==> src/rtl/keyboard_voice_allocator.sv <==
// rtl/keyboard_voice_allocator.sv - PS/2 make/break parser and polyphonic voice allocator with timed release
// Optional VOICE_STEAL_EN: when every voice is gated, a new key steals voices round-robin instead of raising overflow.
module keyboard_voice_allocator #(
    parameter int          NUM_VOICES     = 4,
    parameter logic [31:0] AMP_ON         = 32'd5000000,
    parameter int          RELEASE_CYCLES = 2500000
) (
    input  logic                    CLOCK_50,
    input  logic                    reset,
    input  logic [7:0]              keyboard_data,
    input  logic                    data_received_en,
    output logic [NUM_VOICES-1:0]   voice_gate,
    output logic [NUM_VOICES-1:0]   voice_busy,
    output logic [8*NUM_VOICES-1:0] voice_code,
    output logic                    overflow,
    output logic [31:0]             Amplitude
);
    localparam int CW = (RELEASE_CYCLES > 1) ? $clog2(RELEASE_CYCLES) : 1;
    localparam int IW = $clog2(NUM_VOICES);
    localparam logic [CW-1:0] REL_LOAD = CW'(RELEASE_CYCLES - 1);

    typedef enum logic [1:0] {P_IDLE, P_BREAK, P_EXT, P_EXT_BRK} parse_t;
    parse_t state, state_next;
    logic   make_ev, break_ev;
    logic   is_f0, is_e0;

    assign is_f0 = (keyboard_data == 8'hF0);
    assign is_e0 = (keyboard_data == 8'hE0);

    always_ff @(posedge CLOCK_50) begin
        if (reset) state <= P_IDLE;
        else       state <= state_next;
    end

    always_comb begin
        state_next = state;
        make_ev    = 1'b0;
        break_ev   = 1'b0;
        if (data_received_en) begin
            case (state)
                P_IDLE: begin
                    if (is_f0)      state_next = P_BREAK;
                    else if (is_e0) state_next = P_EXT;
                    else            make_ev    = 1'b1;
                end
                P_BREAK: begin
                    if (is_e0) state_next = P_EXT;
                    else if (!is_f0) begin
                        break_ev   = 1'b1;
                        state_next = P_IDLE;
                    end
                end
                P_EXT: begin
                    if (is_f0)       state_next = P_EXT_BRK;
                    else if (!is_e0) state_next = P_IDLE;
                end
                P_EXT_BRK: begin
                    if (!is_f0 && !is_e0) state_next = P_IDLE;
                end
                default: state_next = P_IDLE;
            endcase
        end
    end

    logic [CW-1:0] rel_cnt [NUM_VOICES];
    logic          gated_hit, rel_hit, idle_found, rel_found;
    logic [IW-1:0] gated_idx, rel_hit_idx, idle_idx, rel_idx;

    // Descending scan so the lowest matching index is the one left standing.
    always_comb begin
        gated_hit   = 1'b0;
        rel_hit     = 1'b0;
        idle_found  = 1'b0;
        rel_found   = 1'b0;
        gated_idx   = '0;
        rel_hit_idx = '0;
        idle_idx    = '0;
        rel_idx     = '0;
        for (int i = NUM_VOICES - 1; i >= 0; i--) begin
            if (voice_gate[i] && voice_code[8*i +: 8] == keyboard_data) begin
                gated_hit = 1'b1;
                gated_idx = IW'(i);
            end
            if (voice_busy[i] && !voice_gate[i] && voice_code[8*i +: 8] == keyboard_data) begin
                rel_hit     = 1'b1;
                rel_hit_idx = IW'(i);
            end
            if (!voice_busy[i]) begin
                idle_found = 1'b1;
                idle_idx   = IW'(i);
            end
            if (voice_busy[i] && !voice_gate[i]) begin
                rel_found = 1'b1;
                rel_idx   = IW'(i);
            end
        end
    end

`ifdef VOICE_STEAL_EN
    logic [IW-1:0] steal_ptr;
`endif
    logic          alloc_en, load_code, drop, steal_adv;
    logic [IW-1:0] slot;

    always_comb begin
        alloc_en  = 1'b0;
        load_code = 1'b0;
        drop      = 1'b0;
        steal_adv = 1'b0;
        slot      = '0;
        if (make_ev && !gated_hit) begin
            if (rel_hit) begin
                alloc_en = 1'b1;
                slot     = rel_hit_idx;
            end else if (idle_found) begin
                alloc_en  = 1'b1;
                load_code = 1'b1;
                slot      = idle_idx;
            end else if (rel_found) begin
                alloc_en  = 1'b1;
                load_code = 1'b1;
                slot      = rel_idx;
            end else begin
`ifdef VOICE_STEAL_EN
                alloc_en  = 1'b1;
                load_code = 1'b1;
                steal_adv = 1'b1;
                slot      = steal_ptr;
`else
                drop      = 1'b1;
`endif
            end
        end
    end

    // Release countdown runs first; a table operation on the same slot overrides it.
    always_ff @(posedge CLOCK_50) begin
        if (reset) begin
            voice_gate <= '0;
            voice_busy <= '0;
            voice_code <= '0;
            overflow   <= 1'b0;
            Amplitude  <= '0;
            for (int i = 0; i < NUM_VOICES; i++) rel_cnt[i] <= '0;
        end else begin
            overflow  <= drop;
            Amplitude <= (|voice_gate) ? AMP_ON : 32'd0;
            for (int i = 0; i < NUM_VOICES; i++) begin
                if (voice_busy[i] && !voice_gate[i]) begin
                    if (rel_cnt[i] == '0) voice_busy[i] <= 1'b0;
                    else                  rel_cnt[i]    <= rel_cnt[i] - 1'b1;
                end
            end
            if (alloc_en) begin
                voice_gate[slot] <= 1'b1;
                voice_busy[slot] <= 1'b1;
                rel_cnt[slot]    <= '0;
                if (load_code) voice_code[8*int'(slot) +: 8] <= keyboard_data;
            end
            if (break_ev && gated_hit) begin
                voice_gate[gated_idx] <= 1'b0;
                rel_cnt[gated_idx]    <= REL_LOAD;
            end
        end
    end

`ifdef VOICE_STEAL_EN
    always_ff @(posedge CLOCK_50) begin
        if (reset)
            steal_ptr <= '0;
        else if (steal_adv)
            steal_ptr <= (steal_ptr == IW'(NUM_VOICES - 1)) ? '0 : steal_ptr + 1'b1;
    end
`else
    logic unused_steal;
    assign unused_steal = steal_adv;
`endif
endmodule

==> config.mk <==
export PLATFORM = sky130hd
export DESIGN_NAME = keyboard_voice_allocator
export DESIGN_NICKNAME = d
export VERILOG_FILES = /design/src/rtl/keyboard_voice_allocator.sv
export SDC_FILE = /design/constraint.sdc
export NUM_CORES = 1
export LEC_CHECK = 0
export ABC_AREA = 1
export CAP_MARGIN = 5
export CORE_UTILIZATION = 41
export DETAILED_ROUTE_END_ITERATION = 10
export GPL_TIMING_DRIVEN = 0
export PLACE_DENSITY = 0.59
export SYNTH_ARGS = -nofsm -noshare
export SYNTH_HDL_FRONTEND = slang
export SYNTH_SLANG_ARGS = --single-unit
==> constraint.sdc <==
create_clock -name CLOCK_50 -period 4 [get_ports CLOCK_50]
set_input_delay 1 -clock CLOCK_50 [delete_from_list [all_inputs] [get_ports CLOCK_50]]
set_output_delay 1 -clock CLOCK_50 [all_outputs]
set_load 0.01 [all_outputs]
Word-level counts from Yosys, hierarchy flattened

Memory sizes are Yosys's and may differ from the RTL's.
Index checks and enable logic that the tools add are counted.

Magnitude comparators: 4
$add $sub $neg: 5
$mul: 0
Div/mod/pow operators: 0
Reductions and logical operators: 34
Bitwise logic cells: 9
Shifts and indexed selects: 2
Equal/unequal tests: 13
Muxes and demuxes: 112

Operators by type and width:

| kind                                                                    | number |
|---|---|
| 22-bit 2-to-1 mux                                                       | 5 |
| 22-bit zero test                                                        | 4 |
| 22-bit by 1-bit subtractor with 22-bit output, second input constant    | 4 |
| 1-bit 2-to-1 mux                                                        | 70 |
| 2-bit 2-to-1 mux                                                        | 28 |
| 5-bit negator with 33-bit output                                        | 1 |
| 8-bit by 33-bit variable shift with 32-bit output, first input constant | 1 |
| 8-bit by 33-bit variable part select with 32-bit output                 | 1 |
| 32-bit bitwise mux                                                      | 1 |
| 8-bit equality test                                                     | 4 |
| 23-bit 2-to-1 mux                                                       | 1 |
| 22-bit OR reduction                                                     | 1 |
| 1-bit logical AND                                                       | 17 |
| 8-bit equality test, second input constant                              | 2 |
| 4-bit 2-to-1 mux                                                        | 4 |
| 3-bit inequality test, second input constant                            | 3 |
| 4-bit bitwise OR                                                        | 2 |
| 2-bit case mux with 4 select lines                                      | 1 |
| 4-bit OR reduction                                                      | 2 |
| 1-bit zero test                                                         | 7 |
| 2-bit by 3-bit < comparator with 1-bit output, second input constant    | 2 |
| 5-bit AND reduction                                                     | 1 |
| 4-bit AND                                                               | 1 |
| 1-bit demux with 2-bit select                                           | 2 |
| 9 further kinds                                                         | 14 |

Memories kept: 1
Output and inout bits: 73
Bits in latches: 0
Bits of input ports: 11
Bits in writable memories: 88
Memory bits (read-only): 0
Bits in registers: 75

Memories:

| name    | words | bits a word | rd ports | clocked after memory_dff | wr ports | line | source |
|---|---|---|---|---|---|---|---|
| rel_cnt | 4     | 22          | 4        | 0                        | 5        | 65   | `logic [CW-1:0] rel_cnt [NUM_VOICES];` |

Logic depth before layout (Yosys ltp)

Gate-level depths: netlist of run 1.

Word-level depth: 19
Gate-level depth with buffers: 20

Worst setup path after synthesis of run 1

Ideal clock, no wire load.

Path type: input -> register
Start: input port keyboard_data[7]
End: memory rel_cnt[2][0] (netlist name) (enable)
Arrival time: 3317 ps
Required time: 3602 ps
Cell stages on the path: 13
Path buffers: 2
Path slack: 285 ps
Cell sequence: buf_2 xnor2_1 nand2_1 nor2_1 nand3_2 nand2_4 nand2_2 nor3_4 inv_2 nand2_4 nand2_4 buf_2 o21ai_0

RTL lines:

| what        | line | source |
|---|---|---|
| from (decl) | 10   | `input logic [7:0] keyboard_data,` |
| to (decl)   | 65   |  |

Final worst setup path of run 1

Start: input port keyboard_data[5]
End: register voice_code[3]

Word-level cells in the longest chain between the ends: 12

Ends and longest elaborated chain:

| what                                                                                                                                | line   | source |
|---|---|---|
| 8-bit equality test                                                                                                                 | 80, 84 |  |
| 1-bit logical AND                                                                                                                   | 80     | `if (voice_gate[i] && voice_code[8*i +: 8] == keyboard_data) begin` |
| 1-bit 2-to-1 mux (4 in series)                                                                                                      | 80     |  |
| 1-bit zero test                                                                                                                     | 111    | `if (make_ev && !gated_hit) begin` |
| 1-bit logical AND                                                                                                                   | 111    |  |
| 2-bit 2-to-1 mux                                                                                                                    | 111    |  |
| 5-bit negator with 33-bit output                                                                                                    | 158    | `if (load_code) voice_code[8*int'(slot) +: 8] <= keyboard_data;` |
| 8-bit by 33-bit variable part select with 32-bit output / 8-bit by 33-bit variable shift with 32-bit output (equally long branches) | 158    |  |
| 32-bit bitwise mux                                                                                                                  | 158    |  |
| to (signal, indexed assignment)                                                                                                     | 158    |  |
| to (decl)                                                                                                                           | 14     | `output logic [8*NUM_VOICES-1:0] voice_code,` |

Parallel ways exist; a longest one is shown, timed or not.
A chain may end at the register's enable or synchronous reset.

==> reports/qor.yml, run 1 <==
status:
  status: "completed"
sta:
  fmax_ghz: 0.286
  relSlewSlack_pct: 51.0
  hold_viol: 0
  setup_viol: 0
  rsz0062_at_grt: "false"
  finalMaxSlewViolations: 0
  fin_crit_ns: 3.50
  post-route-period-util_pct: 87.6
  clock_skew_ns: 0.0163
  worstMarginPinSlew_ns: 0.735
grt:
  grt_max_degree: 17
  use_met1_pct: 27.4
  use_met3_pct: 4.10
  grt-ovfl-total: 0
  top_usage_layer: "met2"
  grt_use_total_pct: 20.8
  first_global_vias: 7340
  grt_pass1_wl_mm: 36.7
  grt_use_met2_pct: 34.7
  antenna_found_initial: 0
hold_path:
  whs_path_depth: 2
  min_from: "voice_code[12]"
  min_to: "voice_code[12]"
  min_path_type: "register to register"
cells_and_area:
  area_delta_synth_final_pct: 18.0
  layout_commonest_cell: "nand2_1"
  layout_common_cells: "nand2_1, nor2_1, inv_1"
  seqCellArea_sq_um: 3120
  drive_above_1_share_pct: 11.1
  fillers: 2179
  antenna_cells: 0
  nNetsFinal: 1361
  multiInputGateArea_sq_um: 4940
  fin_util_pct: 49.5
worst_setup_path:
  reg2reg_depth: 16
  cp_data_arrival_time_ns: 3.81
  r2r_slack_ns: 0.96
  start_kind: "input pin"
  crit_fanout: 12
  regToRegStartpoint: "voice_code[1]"
  crit_path_end_kind: "register"
  r2r_end: "voice_code[3]"
  path_class: "input pin to register"
  cp.required_ns: 4.31
pwr:
  intPower_uw: 2540
  swShare_pct: 27.9
  fin_total_pwr_uw: 3530
  p_clk_share_pct: 44.0
  peakVddDrop_mv: 0.199
  p_switching_uw: 986
  seq_power_share_pct: 42.2
  pwr-share-comb_pct: 13.8
  power_density_nw_per_um2: 338
  p_leak_uw: 0.00452
detailed_routing:
  first_pass_iters: 5
  wire_per_inst_um: 13.5
  final_antenna_net_count: 0
  drc: 0
  drtIter0Drc: 406
  wirelength_mm: 22.0
  via_count: 7781
  viasPerCell: 4.79
cts:
  cts_buffers: 17
  tritoncts: "yes"
  clock_sinks: 132
  clkTransAtPathRegs_ns: 0.07
  h-tree-depth: 4
  clockBufferDepth: 2
  clk_latency_ns: 0.43
  cts-root-buf: "clkbuf_16"
logic_synthesis:
  ys.flop_type: "dfxtp_1"
  synth-seq-cells: 132
  synth.distinct_cells: 47
  synth_top_area_share_pct: 19.0
  synth_cells: 1241
  synth-seq-area-share_pct: 35.3
  synth_edf_count: 48
  synth.avg_cell_area_sq_um: 7.12
  synth_largest_area_cell: "dfxtp_1"
  ys_warn_count: 0
  async_flop_share_pct: 0
  synthTopCellsByArea: "dfxtp_1, edfxtp_1, nand2_1"
  syn_area_sq_um: 8840
placement:
  gp_congestion: 0.913
  numPortBuffers: 51
  hpwlAfterDp_mm: 16.5
floorplan:
  pin_count: 84
  initial_utilization_pct: 41.9
  core-area_sq_um: 21100
  die_x_um: 149
  die_h_um: 149
  row_count: 53
  die_area_sq_um: 22200
job:
  cap_violations: 0
[power by group through the flow]
stage	registers, uW	clock network (uW)	logic [uW]
2_1_floorplan	1510	0	352
3_5_place_dp	1520	0	480
4_1_cts	1490	1590	485
5_1_grt	1500	1650	547
3_3_place_gp	1520	0	478
6_report	1490	1550	487
[through the flow]
| step | instances | setup WS (ns) | hold WS (ns) | TNS (ns) | cell area [sq um] |
|---|---|---|---|---|---|
| final | 1623 | 0.498 | 0.496 | 0 | 10400 |
| after floorplan | 1264 | 0.285 | 0.467 | 0 | 8930 |
| after global placement | 1590 | -1.02 | 0.486 | -43.62 | 9780 |
| after CTS | 1623 | 0.0337 | 0.497 | 0 | 10400 |
| after detailed placement | 1591 | -0.869 | 0.485 | -34.43 | 9790 |
| after global routing | 1623 | 0.288 | 0.514 | 0 | 10400 |
[state kept, by name, summed over array words and instances, names as in the netlist]
register / count
voice_gate: 4
state: 2
Amplitude: 1
voice_code: 32
rel_cnt: 88
overflow: 1
voice_busy: 4
[layout make-up]
class,instances,area share [%]
clock inverters,10,0.779
flip-flops and latches,132,29.9
inverters,117,4.22
plain buffers,70,4.46
well taps,275,3.30
clock buffers,22,4.87
repair buffers,53,5.06
multi-input cells,944,47.4
[cell usage after synthesis (all sizes together) (5+ instances only)]
cell and instances:
buf 53, nand2 295, nor4 17, or2 5, nor3 31, inv 112
nor2 257, xnor2 49, o22ai 5, xor2 49, a21oi 71, nand4 20
dfxtp 84, o21ai 58, ha 15, clkinv 5, clkbuf 18, nand3 41
edfxtp 48
[worst max-delay path by stage]
stage	end	from	depth (start not counted)	slack, ns
global placement	rel_cnt[2][3]	keyboard_data[5]	14	-1.02
CTS	voice_code[12]	keyboard_data[5]	17	0.03
floorplan	rel_cnt[2][0]	keyboard_data[7]	13	0.29
detailed placement	voice_code[12]	keyboard_data[5]	18	-0.87
finish	voice_code[3]	keyboard_data[5]	17	0.50
global route	rel_cnt[3][21]	keyboard_data[5]	14	0.29
[per-layer routing]
layer | up-vias | wire (um) | part of all wire (%)
li1 | 4112 | - | -
met1 | 3509 | 10500 | 48
met2 | 141 | 10400 | 47
met3 | 19 | 930 | 4.2
met4 | 0 | 212 | 0.97
met5 | - | 0 | 0
[critical path: stages]
cell            delay, ns
dlymetal6s2s_1       0.25
xnor2_1              0.16
nand2_1              0.08
nor2_1               0.26
nand3_2              0.21
nand2_4              0.19
nor2_8               0.06
nand2_4              0.09
nor2_4               0.05
nand2_8              0.11
buf_2                0.29
ha_4                 0.18
clkinv_1             0.27
nor2_4               0.22
inv_1                0.17
a21oi_1              0.17
nor2_1               0.05
[what timing repair did]
item,in CTS,in global routing
hold buffers,0,0
endpoints found under the setup margin,34,64
resized for setup,3,8
pin swaps,1,2
setup buffers,1,0
[cell families after synthesis]
kind of cell | after synthesis | synth area share, %
and+or+nand+nor | 668 | 34.1
other | 1 | 0.0424
adders and majority gates | 15 | 2.12
AOI/OAI and AO/OA | 139 | 8.41
buffers and inverters | 188 | 10.3
DFF | 132 | 35.3
xor gates and xnor gates | 98 | 9.71
(Power assumes the default switching activity.)
==> run 2, diff against run 1 <==
--- a/config.mk
+++ b/config.mk
@@ -7,10 +7,11 @@
 export LEC_CHECK = 0
 export ABC_AREA = 1
 export CAP_MARGIN = 5
-export CORE_UTILIZATION = 41
+export CORE_MARGIN = 3
+export CORE_UTILIZATION = 59
 export DETAILED_ROUTE_END_ITERATION = 10
 export GPL_TIMING_DRIVEN = 0
-export PLACE_DENSITY = 0.59
+export PLACE_DENSITY = 0.81
 export SYNTH_ARGS = -nofsm -noshare
 export SYNTH_HDL_FRONTEND = slang
 export SYNTH_SLANG_ARGS = --single-unit
==> reports/qor.yml, run 2 (synthesized netlist as in run 1, its figures left out) <==
status:
  status: "completed"
cts:
  clkTransAtPathRegs_ns: 0.06  # about the same
  cts_setup_buffers: 0  # -1
  h-tree-depth: 4  # unchanged
  cts_buffers: 17  # unchanged
  tritoncts: "yes"
  cts-root-buf: "clkbuf_16"
  clk_latency_ns: 0.42  # about the same
  clockBufferDepth: 2  # unchanged
  clock_sinks: 132  # unchanged
floorplan:
  row_count: 44  # -17%
  die_h_um: 128  # -14%
  die_x_um: 128  # -14%
  die_area_sq_um: 16500  # -26%
  initial_utilization_pct: 60.6  # +19 points
  pin_count: 84  # unchanged
  core-area_sq_um: 14600  # -31%
sta:
  relSlewSlack_pct: 52.9  # +1.9 points
  rsz0062_at_grt: "false"
  setup_viol: 0  # unchanged
  hold_slack_ns: 0.492  # -0.00346 ns
  hold_viol: 0  # unchanged
  worstMarginPinSlew_ns: 0.707  # -0.0280 ns
  clock_skew_ns: 0.00998  # -0.00628 ns
  post-route-period-util_pct: 95.3  # +7.7 points
  fin_setup_tns_ns: 0  # unchanged
  fmax_ghz: 0.262  # -8.1%
  finalMaxSlewViolations: 0  # unchanged
  fin_crit_ns: 3.81  # +0.309 ns
detailed_routing:
  drtIter0Drc: 566  # +39%
  wl_met3_mm: 1.27  # +37%
  final_antenna_net_count: 0  # unchanged
  via_count: 8076  # +3.8%
  wire_per_inst_um: 13.9  # +2.9%
  drc: 0  # unchanged
  first_pass_iters: 7  # +2
  wl_met2_mm: 9.97  # -3.7%
  wirelength_mm: 21.3  # -2.9%
  viasPerCell: 5.27  # +10%
  drt-met1-wl_mm: 9.64  # -7.9%
  top_layer: "met4"
grt:
  grt_max_degree: 17  # unchanged
  grt_pass1_wl_mm: 34.8  # -5.1%
  antenna_found_initial: 0  # unchanged
  first_global_vias: 7356  # +0.22%
  grt_use_total_pct: 26.1  # +5.3 points
  grt-ovfl-total: 0  # unchanged
pwr:
  intPower_uw: 2480  # -2.5%
  seq_power_share_pct: 43.1  # +0.9 points
  pwr-share-comb_pct: 14.2  # +0.4 points
  swShare_pct: 28.2  # +0.29 points
  power_density_nw_per_um2: 336  # -0.65%
  p_switching_uw: 975  # -1.1%
  peakVddDrop_mv: 0.286  # +44%
  p_leak_uw: 0.00447  # -1.1%
  fin_total_pwr_uw: 3460  # -2.1%
  p_clk_share_pct: 42.7  # -1.3 points
cells_and_area:
  layout_commonest_cell: "nand2_1"
  drive_above_1_share_pct: 11.1  # about the same
  reg_top3: "rel_cnt x88, voice_code x32"
  area_delta_synth_final_pct: 16.3
  layout_common_cells: "nand2_1, nor2_1, inv_1"
  antenna_cells: 0  # unchanged
  fin_cells: 1531  # -5.7%
  largest_reg_flops: 88  # unchanged
  nNetsFinal: 1360  # -0.073%
  top_register: "rel_cnt"
  fin_area_sq_um: 10300  # -1.4%
placement:
  hpwlAfterDp_mm: 15.7  # -5.4%
  dpl_cell_area_sq_um: 9680  # -1.2%
  numPortBuffers: 51  # unchanged
  gp_congestion: 0.922  # +1.1%
  dp_cells: 1500  # -5.7%
worst_setup_path:
  cp.required_ns: 4.31  # about the same
  cp_data_arrival_time_ns: 4.12  # +0.31 ns
  start_kind: "input pin"
  crit_path_end_kind: "register"
  path_class: "input pin to register"
  crit_fanout: 12  # unchanged
job:
  cap_violations: 0  # unchanged
hold_path:
  min_path_type: "register to register"
-- run 2: changes by cell type in the layout (fill, tap and decap cells not counted), sizes merged --
| cell | previous run | this run |
|---|---|---|
| buf | 55 | 54 |
| bufinv | 0 | 1 |
| clkbuf | 39 | 34 |
| clkdlybuf4s50 | 50 | 51 |
| clkinv | 7 | 9 |
| clkinvlp | 1 | 7 |
| dlymetal6s2s | 1 | 0 |
| inv | 119 | 115 |
-- run 2: repair_timing --
action,4_1_cts,5_1_grt
setup endpoints to repair,28,38
gates resized for setup,2,9
hold buffers,0,0
pin swaps,0,2
-- run 2: final timing paths --
| check | startpoint | endpoint | slack (ns) | cells past startpoint |
|---|---|---|---|---|
| setup / recovery | keyboard_data[5] | voice_code[0] | 0.19 | 17 |
| hold / removal | voice_code[9] | voice_code[9] | 0.49 | 2 |
| setup reg to reg | voice_code[0] | voice_code[0] | 1.00 | 16 |
| hold reg to reg | voice_code[9] | voice_code[9] | 0.49 | 2 |
-- run 2: layer usage --
layer / vias to the layer above / GRT usage (%)
li1: 4100 / -
met1: 3672 / 35.0
met2: 271 / 42.7
met3: 33 / 5.06
met4: 0 / 8.30
met5: - / 0
-- run 2: through the flow --
stage	util, %	setup WS [ns]
after global routing	70.5	0.00986
final	70.5	0.188
after detailed placement	66.3	-0.740
after global placement	66.3	-0.782
after floorplan	-	0.285
after CTS	70.1	0.0164
-- run 2: area by class of cell --
type | count | area [sq um]
well taps | 184 | 230
multi-input cells | 944 | 4950
flip-flops and latches | 132 | 3120
plain buffers | 70 | 465
inverters | 117 | 444
repair buffers | 52 | 518
clock inverters | 15 | 131
fillers | 1252 | 4310
clock buffers | 17 | 425
-- run 2: critical path, cell delays in order --
cell and delay [ns]:
clkdlybuf4s50_1 0.62, xnor2_1 0.16, nand2_1 0.07, nor2_1 0.22, nand3_2 0.19, nand2_4 0.18, nor2_8 0.06, nand2_4 0.09
nor2_4 0.05, nand2_8 0.10, buf_2 0.28, ha_4 0.19, clkinvlp_4 0.21, nor2_4 0.28, inv_1 0.18, a21oi_1 0.18
nor2_1 0.06
-- run 2: power by group through the flow --
| stage | logic, uW | registers [uW] | clock network (uW) |
|---|---|---|---|
| 4_1_cts | 480 | 1490 | 1490 |
| 3_3_place_gp | 467 | 1520 | 0 |
| 5_1_grt | 544 | 1490 | 1550 |
| 3_5_place_dp | 474 | 1520 | 0 |
| 2_1_floorplan | 352 | 1510 | 0 |
| 6_report | 491 | 1490 | 1480 |
==> run 3, diff against run 2 <==
--- a/config.mk
+++ b/config.mk
@@ -7,11 +7,14 @@
 export LEC_CHECK = 0
 export ABC_AREA = 1
 export CAP_MARGIN = 5
+export CORE_ASPECT_RATIO = 0.8
 export CORE_MARGIN = 3
 export CORE_UTILIZATION = 59
 export DETAILED_ROUTE_END_ITERATION = 10
 export GPL_TIMING_DRIVEN = 0
 export PLACE_DENSITY = 0.81
+export SKIP_CTS_REPAIR_TIMING = 1
+export SLEW_MARGIN = 10
 export SYNTH_ARGS = -nofsm -noshare
 export SYNTH_HDL_FRONTEND = slang
 export SYNTH_SLANG_ARGS = --single-unit
==> reports/qor.yml, run 3 (synthesized netlist as in run 1, its figures left out) <==
pwr:
  power_density_nw_per_um2: 356  # +5.8%
  peakVddDrop_mv: 0.329  # +15%
  p_leak_uw: 0.00453  # +1.4%
grt:
  antenna_found_initial: 0  # unchanged
  top_usage_layer: "met2"
  grt_use_total_pct: 27.0  # +0.88 points
  use_met1_pct: 37.5  # +2.5 points
  first_global_vias: 7570  # +2.9%
  grt-ovfl-total: 0  # unchanged
  grt_pass1_wl_mm: 36.0  # +3.5%
  grt_use_met2_pct: 42.0  # -0.70 points
  grt_max_degree: 17  # unchanged
  use_met3_pct: 5.90  # +0.83 points
detailed_routing:
  final_antenna_net_count: 0  # unchanged
  drc: 0  # unchanged
  first_pass_iters: 5  # -2
  wire_per_inst_um: 14.1  # +1.1%
  viasPerCell: 5.29  # +0.26%
  wirelength_mm: 21.5  # +1.1%
  drtIter0Drc: 724  # +28%
  via_count: 8097  # +0.26%
cells_and_area:
  nNetsFinal: 1360  # unchanged
  area_delta_synth_final_pct: 17.1
  seqCellArea_sq_um: 3120  # unchanged
  fin_area_sq_um: 10300  # +0.64%
  layout_common_cells: "nand2_1, nor2_1, inv_1"
  fin_cells: 1531  # unchanged
  drive_above_1_share_pct: 11.3  # +0.15 points
  layout_commonest_cell: "nand2_1"
  reg_top3: "rel_cnt x88, voice_code x32"
  top_register: "rel_cnt"
  antenna_cells: 0  # unchanged
  multiInputGateArea_sq_um: 4930  # -0.35%
  largest_reg_flops: 88  # unchanged
  fillers: 1172  # -6.4%
  fin_util_pct: 71.4  # +0.93 points
sta:
  hold_slack_ns: 0.490  # -0.00202 ns
  relSlewSlack_pct: 57.5  # +4.6 points
  worst_slack_ns: 0.504  # +0.316 ns
  worstMarginPinSlew_ns: 0.635  # -0.0717 ns
  finalMaxSlewViolations: 0  # unchanged
  fin_crit_ns: 3.50  # -0.316 ns
  fmax_ghz: 0.286  # +9.0%
  rsz0062_at_grt: "false"
  clock_skew_ns: 0.0111  # +0.00115 ns
  setup_viol: 0  # unchanged
  hold_viol: 0  # unchanged
  post-route-period-util_pct: 87.4  # -7.9 points
worst_setup_path:
  crit_fanout: 12  # unchanged
  regToRegStartpoint: "voice_code[22]"
  crit_path_end_kind: "register"
  start_kind: "input pin"
  path_class: "input pin to register"
  cp_data_arrival_time_ns: 3.85  # -0.27 ns
  reg2reg_depth: 14  # -2
  cp.required_ns: 4.35  # +0.04 ns
  critPathLaunch: "keyboard_data[5]"
status:
  status: "completed"
cts:
  clk_latency_ns: 0.43  # about the same
  clockBufferDepth: 2  # unchanged
  cts_buffers: 17  # unchanged
  cts-root-buf: "clkbuf_16"
  h-tree-depth: 4  # unchanged
  clock_sinks: 132  # unchanged
  clkTransAtPathRegs_ns: 0.06  # about the same
  tritoncts: "yes"
floorplan:
  die_h_um: 115  # -10%
  initial_utilization_pct: 61.0  # +0.40 points
  die_area_sq_um: 16500  # about the same
  core-area_sq_um: 14500  # -0.66%
  row_count: 39  # -11%
  die_x_um: 143  # +11%
  pin_count: 84  # unchanged
job:
  cap_violations: 0  # unchanged
placement:
  hpwlAfterDp_mm: 15.8  # +1.1%
  post-place-ws_ns: -0.806  # -0.0661 ns
  dpl_cell_area_sq_um: 9680  # unchanged
  numPortBuffers: 51  # unchanged
  dp_cells: 1500  # unchanged
  gp_congestion: 0.934  # +1.3%
hold_path:
  whs_path_depth: 2  # unchanged
  min_from: "voice_code[10]"
  min_path_type: "register to register"
-- run 3: cell types whose count changed in the layout (fill, tap and decap cells not counted), sizes merged --
cell           before  now
bufinv              1    5
clkinvlp            7    3
buf                54   53
clkbuf             34   35
clkdlybuf4s50      51   50
clkinv              9   10
dlymetal6s2s        0    1
inv               115  114
-- run 3: worst max-delay path: stages --
cell and delay [ns]:
dlymetal6s2s_1 0.22, inv_2 0.17, nand2_1 0.07, nand2_1 0.05, nand2_1 0.07, nor2_2 0.19, nand3_1 0.17, nand4_1 0.19
clkinv_1 0.08, nand2_1 0.15, nand2_8 0.11, clkbuf_4 0.23, ha_2 0.51, inv_2 0.14, nor2_4 0.24, nand2_1 0.09
a21oi_1 0.16
-- run 3: routing by layer --
layer	up-vias	wire length, um
met4	0	433
li1	4110	-
met2	294	9500
met3	38	1520
met5	-	0
met1	3655	10100
-- run 3: path summary, 6_finish.rpt --
check,slack [ns],endpoint
worst min register to register,0.49,voice_code[10]
worst min-delay path,0.49,voice_code[10]
worst max register to register,0.99,voice_code[13]
worst max-delay path,0.50,voice_code[13]
-- run 3: area by class of cell --
class	instances	area share [%]
Buffer	70	4.52
Inverter	117	4.28
Timing Repair Buffer	52	5.03
Clock buffer	17	4.11
Clock inverter	15	2.04
Tap cell	184	2.22
Sequential cell	132	30.2
Multi-Input combinational cell	944	47.6
-- run 3: report_power, final --
part           leakage (uW)  internal, uW  switching, uW
clock network      0.000310          1100            604
registers           0.00118          1440           50.1
logic               0.00304           186            303
total               0.00453          2720            957
-- run 3: stage by stage --
stage                     power (uW)  TNS, ns
after CTS                       3690    -5.83
after global placement          1980   -35.27
after global routing            3820        0
after floorplan                 1860        0
after detailed placement        1990   -26.33
final                           3680        0
